## src/rtl/stream_demux.sv

```systemverilog
// stream_demux: 1-to-OUT_NUM stream demultiplexer with a one-entry holding register per channel.
// Define STREAM_DEMUX_DROP_CNT_EN to add drop_cnt, a saturating count of out-of-range beats.
module stream_demux #(
   parameter int SEL_WIDTH  = 2,
   parameter int DATA_WIDTH = 8,
   parameter int OUT_NUM    = 4
) (
   input  logic                          clk,
   input  logic                          rst_n,
   input  logic                          in_valid,
   output logic                          in_ready,
   input  logic [SEL_WIDTH-1:0]          in_sel,
   input  logic [DATA_WIDTH-1:0]         in_data,
   output logic [OUT_NUM-1:0]            out_valid,
   input  logic [OUT_NUM-1:0]            out_ready,
   output logic [OUT_NUM*DATA_WIDTH-1:0] out_data
`ifdef STREAM_DEMUX_DROP_CNT_EN
   ,
   output logic [7:0]                    drop_cnt
`endif
);

   if (OUT_NUM < 1 || OUT_NUM > (1 << SEL_WIDTH)) begin : g_cfg_error
      $error("stream_demux: OUT_NUM must lie in 1..2**SEL_WIDTH");
   end

   logic               sel_ready;
   logic               in_fire;
   logic [OUT_NUM-1:0] sel_hit;
   logic [OUT_NUM-1:0] wr_en;

   // A select that matches no channel leaves sel_ready at 1, so out-of-range beats are swallowed.
   always_comb begin
      // NOTE: every variable gets a default first, so no path leaves one unassigned and no latch is inferred.
      sel_ready = 1'b1;
      sel_hit   = '0;
      for (int k = 0; k < OUT_NUM; k++) begin
         if (in_sel == SEL_WIDTH'(k)) begin
            sel_hit[k] = 1'b1;
            sel_ready  = !out_valid[k] || out_ready[k];
         end
      end
   end

   assign in_ready = rst_n && sel_ready;
   assign in_fire  = in_valid && in_ready;
   assign wr_en    = in_fire ? sel_hit : '0;

   always_ff @(posedge clk or negedge rst_n) begin
      if (!rst_n) begin
         // NOTE: the payload registers are reset as well, because out_data must read 0 out of reset.
         out_valid <= '0;
         out_data  <= '0;
      end else begin
         // NOTE: non-blocking updates, so every channel sees the same pre-edge state.
         for (int k = 0; k < OUT_NUM; k++) begin
            if (wr_en[k]) begin
               out_valid[k]                          <= 1'b1;
               out_data[k*DATA_WIDTH +: DATA_WIDTH] <= in_data;
            end else if (out_ready[k]) begin
               out_valid[k] <= 1'b0;
            end
         end
      end
   end

`ifdef STREAM_DEMUX_DROP_CNT_EN
   localparam logic [SEL_WIDTH:0] NUM_W = (SEL_WIDTH+1)'(OUT_NUM);

   logic in_range;
   assign in_range = {1'b0, in_sel} < NUM_W;

   always_ff @(posedge clk or negedge rst_n) begin
      if (!rst_n) begin
         drop_cnt <= '0;
      end else if (in_fire && !in_range && drop_cnt != 8'hFF) begin
         drop_cnt <= drop_cnt + 8'd1;
      end
   end
`endif

endmodule

```

## config.mk

```make
export PLATFORM = sky130hd
export DESIGN_NAME = stream_demux
export DESIGN_NICKNAME = d
export VERILOG_FILES = /design/src/rtl/stream_demux.sv
export SDC_FILE = /design/constraint.sdc
export NUM_CORES = 1
export LEC_CHECK = 0
export ABC_AREA = 1
export BUFFER_PORTS_ARGS = -buffer_cell sky130_fd_sc_hd__buf_2
export CORE_UTILIZATION = 40
export DETAILED_ROUTE_END_ITERATION = 6
export PLACE_DENSITY = 0.65
export SYNTH_ARGS = -nofsm -noshare
export SYNTH_HDL_FRONTEND = slang
export SYNTH_SLANG_ARGS = --single-unit
```

## constraint.sdc

```tcl
create_clock -name clk -period 1.9 [get_ports clk]
set_input_delay 0.19 -clock clk [delete_from_list [all_inputs] [get_ports clk]]
set_output_delay 0.19 -clock clk [all_outputs]
set_load 0.05 [all_outputs]
```

==> results of run 1 <==
-- area by class of cell --
cell class | instances | area (um^2) | area share [%]
timing repair buffer | 60 | 317.8 | 15.03
multi-input combinational | 121 | 673.1 | 31.83
tap | 50 | 62.56 | 2.959
inverter | 9 | 33.78 | 1.598
clock buffer | 7 | 96.34 | 4.556
sequential | 36 | 900.9 | 42.60
clock inverter | 1 | 30.03 | 1.420
-- repair_timing --
item | CTS | global route
setup endpoints to repair | 1 | 1
hold buffers | 0 | 0
cloned | 1 | 0
buffers inserted | 0 | 4
pin swaps | 1 | 1
-- synthesized netlist by cell type (all sizes together) --
master	count	area (um^2)
nand4	36	285.3
inv	9	33.78
buf	6	48.79
nand2	71	276.5
o21ai	4	23.77
clkbuf	1	3.750
nand3	1	10.01
dfrtp	36	900.9
nor2	8	71.32
-- cells by family after synthesis --
group,count (synthesis),synth area share [%]
buffers and inverters,16,5.219
DFF,36,54.46
and+or+nand+nor,116,38.88
AOI/OAI and AO/OA,4,1.437
-- stage by stage --
stage / area [um^2] / utilization, %
after floorplan: 1654 / -
final: 2115 / 53.25
after CTS: 2085 / 52.49
after global routing: 2115 / 53.25
after detailed placement: 1952 / 49.15
after global placement: 1952 / 49.15
-- cell usage in the layout, fill, tap and decap left out, drive strengths merged --
cell type / netlist / routed
clkbuf: 1 / 7
dfrtp: 36 / 36
bufinv: 0 / 1
buf: 6 / 60
o21ai: 4 / 4
nand2: 71 / 71
nor2: 8 / 9
nand4: 36 / 36
inv: 9 / 9
nand3: 1 / 1
-- power by group through the flow --
stage / Clock, mW / Sequential [mW] / Combinational [mW]
3_5_place_dp: 0 / 0.999 / 0.958
2_1_floorplan: 0 / 1.53 / 0.188
3_3_place_gp: 0 / 1.00 / 0.944
6_report: 0.728 / 0.986 / 0.963
5_1_grt: 0.785 / 1.00 / 1.02
4_1_cts: 0.740 / 0.987 / 0.960
-- registers in the layout (all words and copies together), names as in the netlist --
| register | cells |
|---|---|
| out_valid | 4 |
| out_data | 32 |
-- worst paths after layout --
kind                              start            to  cells past startpoint
max in group asynchronous         rst_n  out_data[24]                      2
hold / removal                    rst_n  out_data[16]                      2
min in group clk           out_ready[0]  out_valid[0]                      2
setup reg to reg           out_valid[2]  out_data[25]                      7
hold reg to reg            out_data[19]  out_data[19]                      2
setup / recovery           out_valid[2]      in_ready                      6
-- routing by layer --
metal	track usage, %	vias to the layer above	share of wire (%)
met5	0	-	0
met4	5.585	0	1.0
met3	6.207	5	6.3
met2	28.95	44	45
met1	29.35	678	48
li1	-	705	-
==> flow_metrics.tcl, run 1 <==
set metrics [dict create \
    timing.critical_path.cells "inv_1, nor2_1, nand2_2, nand3_2, nor2_4, buf_2" \
    rrSetupSlack_ns 0.32 \
    clock_power_share_pct 27.2 \
    global_route.usage.total_pct 20.26 \
    die_h_um 66.31 \
    power_switching_mw 1.105 \
    fin_nets 250 \
    grt.overflow.total 0 \
    critical_path.n_buffers_inverters 2 \
    core.rowCount 23 \
    timing.final.max_slew_violations 0 \
    fin_hold_ws_ns -0.01346 \
    finalHoldViolCount 16 \
    pre_cts_ws_ns 0.1652 \
    setup.worst_path.class "flip-flop to output port" \
    worst_slew_margin_rel_pct 57.97 \
    placed_cells_incl_taps 271 \
    worst-path-max-fanout 6 \
    drt_drc_violations_left 0 \
    power.leakage_nw 1.168 \
    pin_count_of_the_biggest_net_entering_global_routing 37 \
    detail_route.first_pass.iterations 4 \
    netlist_area_um2 1654 \
    final_period_minus_worst_setup_slack_ns 1.651 \
    total_of_flip_flops_plus_latches_after_synthesis 36 \
    areaGrowthSynthToFinish_pct 27.84 \
    worst_skew_pair_latency_ns 0.29 \
    cts_buffers 5 \
    detail_route.iter0.violations 58 \
    timing.critical_path.required_ns 1.71 \
    yosysUniqueCellTypes 17 \
    fmaxAchievable_mhz 605.7 \
    finalClockSkew_ns 0.005579 \
    stdcell_count 284 \
    reg_clk_slew_reported_paths_ns 0.07 \
    max_cap_violations 0 \
    cts_max_level 2 \
    critPathSlowestCell "sky130_fd_sc_hd__dfrtp_1" \
    ratio_of_final_minimum_period_to_clock_period_pct 86.89 \
    grt_first_pass_wirelength_um 6465 \
    vias 1432 \
    cts_tree "yes" \
    ant_nets 0 \
    cellInternalPower_mw 1.572 \
    initial_utilization_pct 41.65 \
    worstSetupStartpointType "flip-flop" \
    io_pins 54 \
    pwr_density_cell_nw_per_um2 1266 \
    antenna_found_initial 0 \
    dieArea_um2 4396 \
    total_power_draw_mw 2.677 \
    io_buffer_count 53 \
    wl_um 4117 \
    clockRootBuffer "sky130_fd_sc_hd__clkbuf_8" \
    failed_checks "negative hold slack" \
    syn-mean-instance-area_um2 9.617 \
    ir_worst_vdd_mv 0.5617 \
    diodes 0 \
    crit_arrival_ns 1.46 \
    run_status "complete, but fails checks" \
    sequentialPowerShare_pct 36.8 \
    postSynthNetCount 189 \
    place.detailed.hpwl_um 2841 \
    final.setup.worst_slack_ns 0.2491 \
    placeableCoreArea_um2 3971 \
    clock_sink_count 36 \
    worst_slew_pin_slew_ns 0.6298 \
    grt_setup_unrepaired "false" \
    synthesis.yosys.warnings 0 \
    comb_power_share_pct 36.0 \
    fin_setup_tns_ns 0 \
    layout-drive-gt1-share_pct 37.61 \
    vias_per_cell 5.042 \
    place_congestion 0.8008 \
    first_global_vias 1324 \
    clock_tree.buffer_depth 2 \
    synthesis.instances 172 \
    synth_sequential_area_ratio_pct 54.46 \
    critical-path-top-delay-family "simple AND/OR/NAND/NOR gates" \
    timing.final.setup_violations 0 \
    wl_per_cell_um 14.50 \
    die-width_um 66.31 \
    kind_of_capture_point_of_the_worst_setup_path "output port" \
    holdCritPathClass "primary input to asynchronous set/reset pin" \
    fillers 389 \
    post_cts_resized 0 \
    max_stage_delay_ns 0.38 \
    switching_share_pct 41.28 \
]
Note: power is estimated with default switching activity, not from simulation.
==> inputs of run 2 (changes only) <==
Settings changed: ABC_AREA 1 to 0, CORE_MARGIN set to 1.5, PLACE_DENSITY 0.65 to 0.67.
==> run 2 against run 1 <==
Effect of this change: highest routed layer unchanged; non-clock buffer count shrank 4; critical endpoint unchanged; the flow now finishes without violations; clock power is 42% lower; global-route usage down 3.2 points; worst setup slack worse by 0.17 ns; combinational power up 2%; power decreased by 10%.
==> flow_metrics.tcl, run 2 <==
set metrics [dict create \
    timing.final.max_slew_violations 0 \
    finalHoldViolCount 0 \
    diodes 0 \
    total_power_draw_mw 2.400 \
    finalClockSkew_ns 0.001349 \
    reg2reg_to "out_data[18]" \
    wl_um 3032 \
    fillers 330 \
    pwr_density_cell_nw_per_um2 1308 \
    final_period_minus_worst_setup_slack_ns 1.824 \
    global_route.usage.total_pct 17.07 \
    worst_slew_margin_rel_pct 60.49 \
    final_area_um2 1836 \
    worstSetupStartpointType "flip-flop" \
    fin_nets 171 \
    max_cap_violations 0 \
    io_buffer_count 53 \
    cts_buffers 5 \
    top_cell_type_s_share_of_synthesized_area_pct 63.49 \
    use_met3_pct 5.946 \
    grt.overflow.total 0 \
    synth.cells.most_frequent "sky130_fd_sc_hd__dfrtp_1 (36), sky130_fd_sc_hd__mux2_2 (32), sky130_fd_sc_hd__nand2_1 (3)" \
    worst_slew_pin_slew_ns 0.5927 \
    die_h_um 62.56 \
    areaGrowthSynthToFinish_pct 29.37 \
    placeableCoreArea_um2 3363 \
    layout.cells.most_common_list "sky130_fd_sc_hd__buf_2 (52), sky130_fd_sc_hd__dfrtp_1 (36), sky130_fd_sc_hd__mux2_2 (32)" \
    grt_first_pass_wirelength_um 5085 \
    initial_utilization_pct 42.19 \
    vias_per_cell 4.826 \
    power.leakage_nw 0.9017 \
    holdCritPathClass "primary input to flip-flop" \
    reg2reg_from "out_valid[2]" \
    grtUsageMet1_pct 21.44 \
    run_status "completed" \
    worst_r2r_path_depth 3 \
    detail_route.iter0.violations 58 \
    pin_count_of_the_biggest_net_entering_global_routing 20 \
    die-width_um 62.56 \
    global_route.peak_usage_layer "met2" \
    synthesis.yosys.warnings 0 \
    ratio_of_final_minimum_period_to_clock_period_pct 95.99 \
    rrSetupSlack_ns 0.33 \
    setup.worst_path.class "flip-flop to output port" \
    reg_clk_slew_reported_paths_ns 0.10 \
    synth_top_cells_by_area "sky130_fd_sc_hd__dfrtp_1 (63%), sky130_fd_sc_hd__mux2_2 (25%), sky130_fd_sc_hd__nor3b_4 (1.3%)" \
    vias 970 \
    total_of_flip_flops_plus_latches_after_synthesis 36 \
    cts_max_level 2 \
    stdcell_count 201 \
    cts_tree "yes" \
    syn-mean-instance-area_um2 15.42 \
    max_reg_flops 32 \
    crit_arrival_ns 1.63 \
    placed_cells_incl_taps 192 \
    netlist_area_um2 1419 \
    synth_edf_count 0 \
    timing.final.setup_violations 0 \
    synthesis.instances 92 \
    min_to "out_valid[1]" \
    synth_sequential_area_ratio_pct 63.49 \
    fmaxAchievable_mhz 548.3 \
    yosysUniqueCellTypes 21 \
    fin_setup_tns_ns 0 \
    largestRegisters "out_data x32, out_valid x4" \
    postSynthNetCount 109 \
    postCtsSetupBuffers 0 \
    wl_per_cell_um 15.08 \
    ant_nets 0 \
    postPlaceCellArea_um2 1757 \
    worst_skew_pair_latency_ns 0.33 \
    dieArea_um2 3913 \
    layout-drive-gt1-share_pct 65.16 \
    top_ff_cell_synth "sky130_fd_sc_hd__dfrtp_1" \
    post_synth_arst_share_pct 100.0 \
    io_pins 54 \
    largest_register "out_data" \
    yosys.area.top_type "sky130_fd_sc_hd__dfrtp_1" \
    clockRootBuffer "sky130_fd_sc_hd__clkbuf_4" \
    worst-path-max-fanout 3 \
    clock_sink_count 36 \
    holdPathStages 2 \
    detail_route.first_pass.iterations 2 \
    first_global_vias 1021 \
    place_congestion 0.7128 \
    antenna_found_initial 0 \
    clock_tree.buffer_depth 2 \
    core.rowCount 21 \
    commonest_non_fill_non_tap_cell_in_the_layout "sky130_fd_sc_hd__buf_2" \
    drt_drc_violations_left 0 \
    synth.most_common_cell "sky130_fd_sc_hd__dfrtp_1" \
    grt_setup_unrepaired "true" \
    kind_of_capture_point_of_the_worst_setup_path "output port" \
    timing.critical_path.required_ns 1.71 \
    fin_hold_ws_ns 0.07902 \
    ir_worst_vdd_mv 0.6406 \
    place.detailed.hpwl_um 2204 \
    groute.layer.met2.usage_pct 27.55 \
    min_from "out_ready[1]" \
]
run 2: changes by cell type after synthesis, sizes merged, moves of 2 or more:
cell    previous run  this run
nand2             71         3
nand2b             0         2
nand4             36         1
a21oi              0         2
buf                6         1
inv                9         2
mux2               0        32
nor2               8         1
o21ai              4         2
run 2: area by class of cell:
cell class              count  area [um^2]  area share (%)
clock buffers               8        58.81           3.204
inverters                   2        7.507          0.4090
multi-input cells          53        514.2           28.02
well taps                  46        57.56           3.136
repair buffers             56        296.5           16.16
flip-flops and latches     36        900.9           49.08
run 2: critical path: stages, from the launching register on:
cell and delay (ns):
sky130_fd_sc_hd__dfrtp_1 0.39, sky130_fd_sc_hd__or3b_2 0.47, sky130_fd_sc_hd__a21oi_2 0.16, sky130_fd_sc_hd__nor3_2 0.06, sky130_fd_sc_hd__clkbuf_4 0.22
run 2: per-stage QoR:
stage	util (%)	worst slack [ns]
floorplan	-	0.1514
CTS	54.28	0.02655
detailed placement	52.23	0.2899
global placement	52.23	0.3389
global route	54.58	-0.009933
finish	54.58	0.07627
run 2: how the worst max path moves through the flow:
stage | startpoint | end
detailed placement | rst_n | out_data[5]
global placement | in_sel[1] | out_data[13]
CTS | rst_n | in_ready
finish | out_valid[0] | in_ready
global route | rst_n | in_ready
floorplan | out_valid[0] | in_ready
run 2: logic make-up (layout without fill, tap and decap cells):
| kind of cell | count (synthesis) | in the layout | share of synthesized area (%) |
|---|---|---|---|
| mux | 32 | 32 | 25.40 |
| flops | 36 | 36 | 63.49 |
| simple gates | 17 | 17 | 8.555 |
| buf+inv | 3 | 66 | 0.8817 |
| compound gates | 4 | 4 | 1.675 |
run 2: per-layer routing:
layer | wire (um) | up-vias
li1 | - | 448
met1 | 1355 | 479
met2 | 1457 | 36
met3 | 172 | 7
met4 | 46 | 0
met5 | 0 | -
run 2: power by group:
part	internal (mW)	switching [mW]
registers	0.924	0.0775
clock network	0.183	0.237
logic	0.250	0.729
total	1.36	1.04
run 2: what timing repair did:
action                     4_1_cts  5_1_grt
gates resized for setup          0        3
hold buffers                     1        0
hold endpoints to repair        36        0
setup endpoints to repair        0        1
==> inputs of run 3 (changes only) <==
Settings changed: PLACE_DENSITY 0.67 to 0.7.
Clock period 1.9 ns to 1.6 ns, I/O delays scaled along.
==> run 3 against run 2 <==
Effect of this change: the run now ends with negative setup slack left; flip-flop and latch count unchanged; power is 19% higher; sequential share of layout area is 2.0 points lower; worst setup slack got worse by 0.077 ns; sequential power grew 19%; cell count rose by 3.5%.
==> flow_metrics.tcl, run 3 (same netlist as run 2, synthesis figures left out) <==
set metrics [dict create \
    detail_route.first_pass.iterations 4 \
    areaGrowthSynthToFinish_pct 35.10 \
    grt_setup_unrepaired "true" \
    holdCritPathClass "primary input to flip-flop" \
    final_period_minus_worst_setup_slack_ns 1.600 \
    cts_buffers 5 \
    finalClockSkew_ns 0.004244 \
    finalHoldViolCount 0 \
    wl_per_cell_um 14.39 \
    drt_drc_violations_left 0 \
    clock_power_share_pct 17.2 \
    critPathSlowestCell "sky130_fd_sc_hd__or3b_4" \
    worst-path-max-fanout 2 \
    pin_count_of_the_biggest_net_entering_global_routing 24 \
    dieArea_um2 3913 \
    clock_sink_count 36 \
    worst_skew_pair_latency_ns 0.33 \
    cellInternalPower_mw 1.621 \
    timing.critical_path.cells "or3b_4, a21oi_4, nor3_4, buf_6" \
    stdcell_count 208 \
    placed_cells_incl_taps 196 \
    sequentialPowerShare_pct 41.7 \
    rrSetupSlack_ns 0.19 \
    die_h_um 62.56 \
    run_status "complete, but fails checks" \
    critical-path-top-delay-family "simple AND/OR/NAND/NOR gates" \
    antenna_found_initial 0 \
    setup.worst_path.class "flip-flop to output port" \
    max_stage_delay_ns 0.39 \
    diodes 0 \
    vias_per_cell 4.817 \
    grt.overflow.total 0 \
    crit_arrival_ns 1.44 \
    clock_tree.buffer_depth 2 \
    pre_cts_ws_ns 0.1125 \
    fmaxAchievable_mhz 624.9 \
    comb_power_share_pct 41.1 \
    worst_slew_margin_rel_pct 58.22 \
    place_congestion 0.8133 \
    grt_first_pass_wirelength_um 5016 \
    ir_worst_vdd_mv 0.8403 \
    commonest_non_fill_non_tap_cell_in_the_layout "sky130_fd_sc_hd__buf_2" \
    timing.final.setup_violations 1 \
    cts_max_level 2 \
    reg_clk_slew_reported_paths_ns 0.10 \
    switching_share_pct 43.31 \
    worstSetupStartpointType "flip-flop" \
    ant_nets 0 \
    initial_utilization_pct 42.19 \
    critical_path.n_buffers_inverters 1 \
    power_switching_mw 1.239 \
    placeableCoreArea_um2 3363 \
    worst_slew_pin_slew_ns 0.6268 \
    total_area_of_multi_input_combinational_cells_um2 536.8 \
    core.rowCount 21 \
    failed_checks "negative setup slack" \
    power.leakage_nw 0.9470 \
    vias 1002 \
    layout-drive-gt1-share_pct 67.28 \
    fillers 310 \
    area_taken_by_flip_flops_and_latches_um2 902.1 \
    layout.cells.most_common_list "sky130_fd_sc_hd__buf_2 (52), sky130_fd_sc_hd__dfrtp_1 (35), sky130_fd_sc_hd__mux2_2 (32)" \
    pwr_density_cell_nw_per_um2 1492 \
    detail_route.iter0.violations 19 \
    max_cap_violations 0 \
    io_pins 54 \
    place.detailed.hpwl_um 2106 \
    cts_tree "yes" \
    die-width_um 62.56 \
    timing.critical_path.required_ns 1.44 \
    ratio_of_final_minimum_period_to_clock_period_pct 100.0 \
    io_buffer_count 53 \
    max_reg_flops 32 \
    global_route.usage.total_pct 16.96 \
    first_global_vias 1058 \
    timing.final.max_slew_violations 0 \
    largestRegisters "out_data x32, out_valid x4" \
    largest_register "out_data" \
    clockRootBuffer "sky130_fd_sc_hd__clkbuf_4" \
    final.setup.worst_slack_ns -0.0002938 \
    wl_um 2994 \
    fin_setup_tns_ns -0.0002938 \
    fin_nets 178 \
    kind_of_capture_point_of_the_worst_setup_path "output port" \
]
[run 3: cell count changes in the layout (fill, tap and decap cells not counted), sizes merged]
cell          previous run  this run
buf                     54        61
clkbuf                   9         8
dlymetal6s4s             0         1
[run 3: path summary, 6_finish.rpt]
kind                               from      endpoint  cells past startpoint
hold / removal               in_data[3]   out_data[3]                      2
setup reg to reg           out_valid[0]   out_data[4]                      6
max in group asynchronous         rst_n  out_valid[2]                      4
hold reg to reg            out_data[31]  out_data[31]                      1
min in group asynchronous         rst_n   out_data[7]                      3
setup / recovery           out_valid[0]      in_ready                      4
[run 3: final cells by class]
| class | count | area share [%] |
|---|---|---|
| inverter | 2 | 0.3916 |
| tap | 46 | 3.003 |
| timing repair buffer | 63 | 18.47 |
| sequential | 36 | 47.06 |
| multi-input combinational | 53 | 28.00 |
| clock buffer | 8 | 3.068 |
[run 3: per-stage QoR]
stage | instance area (um^2) | hold slack (ns) | utilization, % | power (mW)
after floorplan | 1431 | -0.1356 | - | 2.079
after global placement | 1794 | 0.1502 | 53.35 | 2.357
after detailed placement | 1794 | 0.1581 | 53.35 | 2.378
after CTS | 1907 | 0.07243 | 56.70 | 2.884
after global routing | 1917 | 0.08771 | 56.99 | 3.005
final | 1917 | 0.09821 | 56.99 | 2.860
[run 3: per-layer routing]
metal  vias to the layer above  GRT usage, %  share of wire [%]  wire length [um]
met5                         -             0                  0                 0
met4                         0         6.667                1.2                37
met3                         5         5.225                7.5               225
met2                        43         27.69                 48              1426
met1                       486         21.07                 44              1305
li1                        468             -                  -                 -
[run 3: power by group through the flow]
stage          clock network [mW]  registers (mW)  logic [mW]
5_1_grt                     0.561            1.22        1.23
2_1_floorplan                   0            1.88       0.198
4_1_cts                     0.509            1.19        1.18
3_3_place_gp                    0            1.20        1.16
6_report                    0.493            1.19        1.18
3_5_place_dp                    0            1.21        1.17
[run 3: timing repair]
| item | in CTS | in global routing |
|---|---|---|
| endpoints found under the setup margin | 1 | 2 |
| buffers inserted | 1 | 1 |
| resized for setup | 6 | 1 |
| pin swaps | 1 | 1 |
| hold buffers | 2 | 0 |
| endpoints found under the hold margin | 36 | 0 |
| cloned | 0 | 0 |
